===== config.mk =====
export PLATFORM = sky130hd
export DESIGN_NAME = spi_ram_rx
export DESIGN_NICKNAME = d
export VERILOG_FILES = /design/src/rtl/spi_ram_rx.sv
export SDC_FILE = /design/constraint.sdc
export NUM_CORES = 2
export LEC_CHECK = 0
export BUFFER_PORTS_ARGS = -buffer_cell sky130_fd_sc_hd__buf_4
export CAP_MARGIN = 20
export CORE_MARGIN = 3
export CORE_UTILIZATION = 44
export CTS_BUF_LIST = sky130_fd_sc_hd__clkbuf_8 sky130_fd_sc_hd__clkbuf_16
export CTS_CLUSTER_SIZE = 20
export DETAILED_ROUTE_END_ITERATION = 8
export MAX_ROUTING_LAYER = met4
export PLACE_DENSITY = 0.7
export RECOVER_POWER = 100
export SETUP_SLACK_MARGIN = 0.02
export SYNTH_ARGS = -nofsm -noshare
export SYNTH_HDL_FRONTEND = slang
export SYNTH_SLANG_ARGS = --single-unit

===== constraint.sdc =====
create_clock -name clk -period 6.8 [get_ports clk]
set_input_delay 1.36 -clock clk [delete_from_list [all_inputs] [get_ports clk]]
set_output_delay 1.36 -clock clk [all_outputs]
set_load 0.005 [all_outputs]

===== src/rtl/spi_ram_rx.sv =====
// spi_ram_rx: SPI mode-0 slave receiver that captures MSB-first bytes into an
// internal byte buffer at an auto-incrementing address. The processing side
// reads the buffer through a registered read port.
// Optional build macro SPI_RAM_RX_CHECKSUM_EN adds a modulo-256 checksum output
// covering all bytes stored since the last start.
module spi_ram_rx #(
   parameter int ADDR_W      = 8,
   parameter int SYNC_STAGES = 2
) (
   input  logic              clk,
   input  logic              rst_l,
   input  logic              start,
   input  logic [ADDR_W-1:0] end_addr,
   input  logic              sclk,
   input  logic              mosi,
   input  logic              cs,
   output logic              byte_valid,
   output logic [7:0]        rx_byte,
   output logic [ADDR_W-1:0] wr_ptr,
   output logic              busy,
   output logic              done,
   output logic              frame_err,
   input  logic [ADDR_W-1:0] rd_addr,
   output logic [7:0]        rd_data
`ifdef SPI_RAM_RX_CHECKSUM_EN
   ,
   output logic [7:0]        checksum
`endif
);

   typedef enum logic [2:0] {
      ST_IDLE,
      ST_ARMED,
      ST_SHIFT,
      ST_STORE,
      ST_DONE
   } state_t;

   state_t                 state_q, state_d;
   logic [SYNC_STAGES-1:0] sclk_sync_q, sclk_sync_d;
   logic [SYNC_STAGES-1:0] mosi_sync_q, mosi_sync_d;
   logic [SYNC_STAGES-1:0] cs_sync_q, cs_sync_d;
   logic                   sclk_prev_q, sclk_prev_d;
   logic                   cs_prev_q, cs_prev_d;
   logic [2:0]             bit_cnt_q, bit_cnt_d;
   logic [7:0]             shift_q, shift_d;
   logic [ADDR_W-1:0]      wr_ptr_q, wr_ptr_d;
   logic [7:0]             rx_byte_q, rx_byte_d;
   logic                   byte_valid_q, byte_valid_d;
   logic                   frame_err_q, frame_err_d;
   logic [7:0]             rd_data_q, rd_data_d;
`ifdef SPI_RAM_RX_CHECKSUM_EN
   logic [7:0]             checksum_q, checksum_d;
`endif

   logic [7:0]             mem [0:(1<<ADDR_W)-1];
   logic                   mem_we;
   logic [ADDR_W-1:0]      wr_ptr_inc;

   // Synchronized SPI pins and their edges (mosi is aligned with sclk)
   logic sclk_s, mosi_s, cs_s;
   logic sclk_rise, cs_fall, cs_rise;

   assign sclk_s    = sclk_sync_q[SYNC_STAGES-1];
   assign mosi_s    = mosi_sync_q[SYNC_STAGES-1];
   assign cs_s      = cs_sync_q[SYNC_STAGES-1];
   assign sclk_rise = sclk_s & ~sclk_prev_q;
   assign cs_fall   = ~cs_s & cs_prev_q;
   assign cs_rise   = cs_s & ~cs_prev_q;

   // Next-state, datapath and output decode; start overrides everything else
   always_comb begin
      // NOTE: every variable gets a default before the case so no latch is inferred.
      state_d      = state_q;
      sclk_sync_d  = {sclk_sync_q[SYNC_STAGES-2:0], sclk};
      mosi_sync_d  = {mosi_sync_q[SYNC_STAGES-2:0], mosi};
      cs_sync_d    = {cs_sync_q[SYNC_STAGES-2:0], cs};
      sclk_prev_d  = sclk_s;
      cs_prev_d    = cs_s;
      bit_cnt_d    = bit_cnt_q;
      shift_d      = shift_q;
      wr_ptr_d     = wr_ptr_q;
      rx_byte_d    = rx_byte_q;
      byte_valid_d = 1'b0;
      frame_err_d  = 1'b0;
      mem_we       = 1'b0;
      wr_ptr_inc   = wr_ptr_q + ADDR_W'(1);
      rd_data_d    = mem[rd_addr];
`ifdef SPI_RAM_RX_CHECKSUM_EN
      checksum_d   = checksum_q;
`endif

      case (state_q)
         ST_ARMED: begin
            if (cs_fall) begin
               state_d   = ST_SHIFT;
               bit_cnt_d = 3'd0;
            end
         end
         ST_SHIFT: begin
            if (cs_rise) begin
               // A cs rise right after a complete byte carries no partial data.
               frame_err_d = (bit_cnt_q != 3'd0);
               bit_cnt_d   = 3'd0;
               state_d     = ST_ARMED;
            end else if (sclk_rise && !cs_s) begin
               shift_d   = {shift_q[6:0], mosi_s};
               bit_cnt_d = bit_cnt_q + 3'd1;
               if (bit_cnt_q == 3'd7) begin
                  state_d = ST_STORE;
               end
            end
         end
         ST_STORE: begin
            mem_we       = 1'b1;
            rx_byte_d    = shift_q;
            byte_valid_d = 1'b1;
            wr_ptr_d     = wr_ptr_inc;
            bit_cnt_d    = 3'd0;
`ifdef SPI_RAM_RX_CHECKSUM_EN
            checksum_d   = checksum_q + shift_q;
`endif
            // Truncated compare makes end_addr=0 mean a full 2^ADDR_W run.
            if (wr_ptr_inc == end_addr) begin
               state_d = ST_DONE;
            end else if (!cs_s) begin
               state_d = ST_SHIFT;
            end else begin
               state_d = ST_ARMED;
            end
         end
         default: ;
      endcase

      if (start) begin
         state_d      = ST_ARMED;
         bit_cnt_d    = 3'd0;
         wr_ptr_d     = '0;
         rx_byte_d    = rx_byte_q;
         byte_valid_d = 1'b0;
         frame_err_d  = 1'b0;
         mem_we       = 1'b0;
`ifdef SPI_RAM_RX_CHECKSUM_EN
         checksum_d   = 8'd0;
`endif
      end
   end

   // Control and datapath registers
   always_ff @(posedge clk or negedge rst_l) begin
      // NOTE: sequential state uses non-blocking assignments only.
      if (!rst_l) begin
         state_q      <= ST_IDLE;
         sclk_sync_q  <= '0;
         mosi_sync_q  <= '0;
         cs_sync_q    <= '1;
         sclk_prev_q  <= 1'b0;
         cs_prev_q    <= 1'b1;
         bit_cnt_q    <= 3'd0;
         shift_q      <= 8'd0;
         wr_ptr_q     <= '0;
         rx_byte_q    <= 8'd0;
         byte_valid_q <= 1'b0;
         frame_err_q  <= 1'b0;
         rd_data_q    <= 8'd0;
`ifdef SPI_RAM_RX_CHECKSUM_EN
         checksum_q   <= 8'd0;
`endif
      end else begin
         state_q      <= state_d;
         sclk_sync_q  <= sclk_sync_d;
         mosi_sync_q  <= mosi_sync_d;
         cs_sync_q    <= cs_sync_d;
         sclk_prev_q  <= sclk_prev_d;
         cs_prev_q    <= cs_prev_d;
         bit_cnt_q    <= bit_cnt_d;
         shift_q      <= shift_d;
         wr_ptr_q     <= wr_ptr_d;
         rx_byte_q    <= rx_byte_d;
         byte_valid_q <= byte_valid_d;
         frame_err_q  <= frame_err_d;
         rd_data_q    <= rd_data_d;
`ifdef SPI_RAM_RX_CHECKSUM_EN
         checksum_q   <= checksum_d;
`endif
      end
   end

   // Byte buffer write port; a same-cycle read sees the old contents
   always_ff @(posedge clk) begin
      // NOTE: the buffer has no reset so it maps onto plain RAM.
      if (mem_we) begin
         mem[wr_ptr_q] <= shift_q;
      end
   end

   assign byte_valid = byte_valid_q;
   assign rx_byte    = rx_byte_q;
   assign wr_ptr     = wr_ptr_q;
   assign busy       = (state_q == ST_ARMED) || (state_q == ST_SHIFT) || (state_q == ST_STORE);
   assign done       = (state_q == ST_DONE);
   assign frame_err  = frame_err_q;
   assign rd_data    = rd_data_q;
`ifdef SPI_RAM_RX_CHECKSUM_EN
   assign checksum   = checksum_q;
`endif

endmodule


==> results.md <==
* Status: finished, violations left
* Failing checks: capacitance limit, slew limit
* Count of input and output buffers at just under 50
* Cell area after synthesis at 0.08224 sq mm
* Via/cell ratio at 6.099
* Comb power frac at 5.5%
* Fin worst setup slack at between 1 and 1.5 ns
* Final Total Pwr at 26.91 mW
* Pleak at 31.44 nW
* Period utilization at between 80% and 90%
* Relative slew slack at -136.7%
* Post-Route WL at between 200,000 and 250,000 um
* # setup viols final at 0
* CTS sink cnt at between 2,000 and 2,500
* Vias in the first global route at ~41,000
* I/O pins at 50
* Post-route minimum period at 5.452 ns
* Sequential-to-total area share from yosys stat at ~76%
* Avg WL per Cell at 29.75 um
* FF+latch count, synth at 2,096
* Slew @ Worst Pin at roughly 3.6 ns
* Num CTS Buffers at 203
* Initial antenna violation count at 4
* Fill cells at about 15,000
* Hold_buf cts at 0
* Post-route ant nets at 0
* DRC marker count from the first detailed-route iteration at 5,402
* DP HPWL at about 120,000 um
* Worst min-delay path category: reg2reg
* First-pass GRT wire length at between 200,000 and 300,000 um
* Worst-path fanout max at 24
* Switch Pwr at 6.020 mW
* Cts repair resizes at 0
* Count of cell types in the netlist at slightly below 90
* Placement Setup Slack at roughly 1.5 ns
* Number of flops mapped to enable cells by yosys at 2,048
* Std cell rows at 158
* Final GP Congestion at 0.8703
* Share of post-route cells with drive strength above 1 at between 10% and 20%
* Largest net degree at the start of global routing at approximately 230
* Synthesized area per cell at approximately 20 sq um
* Core box area at between 0.15 and 0.2 sq mm
* Postcts setup bufs at 0
* CP startpoint kind: input port
* Die Y at between 400 and 500 um
* Clock slew at reported path FFs at approximately 0.06 ns
* Pint at approximately 21 mW
* Die footprint at between 0.15 and 0.2 sq mm
* H-tree depth at 4
* Gate Count Post-Synth at between 4,000 and 5,000
* Via count at 41,204
* Ys async rst share at under 10%
* Slew Limit Fails at 870
* Clk root buf: clkbuf_16
* Seq pwr share at between 50 and 60%
* CP arrival at approximately 5.8 ns
* RSZ-0062 raised after global routing: no
* Setup Skew at roughly 0.031 ns
* Peak VDD IR at 0.3161 mV
* Syn_nets at between 4,000 and 5,000
* Fmax at approximately 180 MHz
* Clock buffer depth at 3
* Max cap viols at 23
* Die Wd at 438.3 um
* Clock Power Share at 39.8%
* P&R area growth vs syn at 10.60%
* Worst Path Required at roughly 7 ns
* Post-synth top flop: edfxtp_1
* Type of the worst setup path: in2reg
* Fin Setup TNS at 0 ns
* Final layout net count at between 4,000 and 5,000
* Pwr per Cell Area at 295.8 mW/mm^2
* Initial core utilization at between 40 and 50%
* Syn. warnings at 0
* Sw frac at ~22%
* Crit end category: flop
* Grt total ovfl at 0
* Gr usage total at between 20% and 30%
* DRC violations left at 0
* TritonCTS clock tree: done
* Clk Latency, worst-skew pair at between 0.8 and 0.9 ns
* Final hold viol count at 0
* Detailed Routing Iterations Pass 1 at 6
[area by class of cell]
class,count,area [sq um],area share (%)
diodes,5,12.51,0.01376
clock buffers,209,5162,5.676
clock inverters,160,1184,1.301
inverters,11,46.29,0.05090
multi-input cells,1671,17720,19.48
flip-flops and latches,2096,62700,68.94
well taps,2480,3103,3.411
repair buffers,124,1027,1.129
[power by group through the flow]
stage / registers (mW) / logic (mW) / clock network (mW)
6_report: 14.7 / 1.49 / 10.7
5_1_grt: 14.7 / 1.58 / 11.3
4_1_cts: 14.7 / 1.50 / 10.8
3_5_place_dp: 15.0 / 1.50 / 0
3_3_place_gp: 15.0 / 1.47 / 0
2_1_floorplan: 15.2 / 0.727 / 0
[through the flow]
stage	util (%)	instances	instance area, sq um	hold WS, ns
floorplan	-	4029	82240	0.3312
global placement	45.62	6373	84680	0.3366
detailed placement	45.65	6378	84740	0.3347
CTS	49.07	6747	91090	0.3481
global route	49.00	6754	90950	0.3525
finish	49.00	6756	90960	0.3463
[critical path: stages]
cell and delay, ns:
clkbuf_1 0.61, nor2_1 0.15, clkbuf_1 0.59, nand3_1 0.27, clkbuf_1 1.87, nor2_1 0.90
[final timing paths]
kind | start | end | slack, ns | cells past startpoint
hold reg to reg | mosi_sync_q[0] | mosi_sync_q[1] | 0.35 | 0
hold / removal | mosi_sync_q[0] | mosi_sync_q[1] | 0.35 | 0
setup / recovery | start | mem[40][1] | 1.35 | 6
setup reg to reg | state_q[1] | mem[40][1] | 1.42 | 8
min in group asynchronous | rst_l | state_q[1] | 1.59 | 1
max in group asynchronous | rst_l | rd_data[0] | 3.43 | 1
[cell families after synthesis]
group,after synthesis,synth area share [%]
AND/OR/NAND/NOR,567,3.225
flip-flops,2096,76.24
buffers and inverters,262,2.227
XOR/XNOR,14,0.1491
AO/OA/AOI/OAI,439,3.995
adder cells (fa/ha/maj),7,0.1065
multiplexers,644,14.05
[cells in the final DEF, fill, tap and decap left out, drive strengths merged, types with 46 or more instances in the layout]
cell,n
buf,65
mux2i,210
a21oi,70
o221ai,46
a22oi,80
clkinv,79
nand3,48
mux4,403
edfxtp,2048
clkbuf,268
nand2,71
o22ai,56
nor3,48
nor2,301
inv,73
[cells in the mapped netlist, types with 9 or more instances]
master / instances / area [sq um]
mux2_2: 31 / 349.1
a221oi_1: 33 / 289.0
buf_8: 11 / 165.2
clkbuf_1: 84 / 315.3
a22oi_1: 80 / 600.6
and2_1: 15 / 93.84
mux4_2: 395 / 8896
a221oi_2: 10 / 150.1
o21ai_0: 21 / 105.1
mux2i_1: 210 / 2102
nor2b_1: 19 / 118.9
buf_4: 30 / 225.2
buf_6: 32 / 360.4
edfxtp_1: 2048 / 61500
a22o_1: 38 / 332.8
nand3_1: 48 / 240.2
nand2_1: 70 / 262.8
nor2_1: 300 / 1126
nand2b_1: 14 / 87.58
o22ai_1: 56 / 350.3
a21oi_1: 70 / 350.3
xnor2_1: 11 / 96.34
buf_2: 65 / 325.3
o221ai_1: 43 / 376.6
nor3_1: 41 / 205.2
dfrtp_1: 45 / 1126
buf_12: 13 / 260.3
a31oi_1: 17 / 106.4
a211oi_1: 13 / 97.59
nor4_2: 9 / 112.6
inv_1: 9 / 33.78
[per-layer routing]
layer  share of wire [%]  wire length [um]  track usage (%)  vias to the layer above
met1                  38             77180            28.55                    21654
met3                 9.4             18930            4.206                      413
met2                  48             95970            32.75                     2240
met5                   0                 0                -                        -
met4                 4.4              8938            9.006                        0
li1                    -                 -                -                    16897
[sequential cells by signal, indices dropped and copies added, names as in the netlist, 2 cells and up]
register	count
rd_data	8
mosi_sync_q	2
rx_byte	8
sclk_sync_q	2
wr_ptr	8
mem	2048
state_q	3
bit_cnt_q	3
cs_sync_q	2
shift_q	8
No activity file was read; power rests on OpenSTA's default activity.
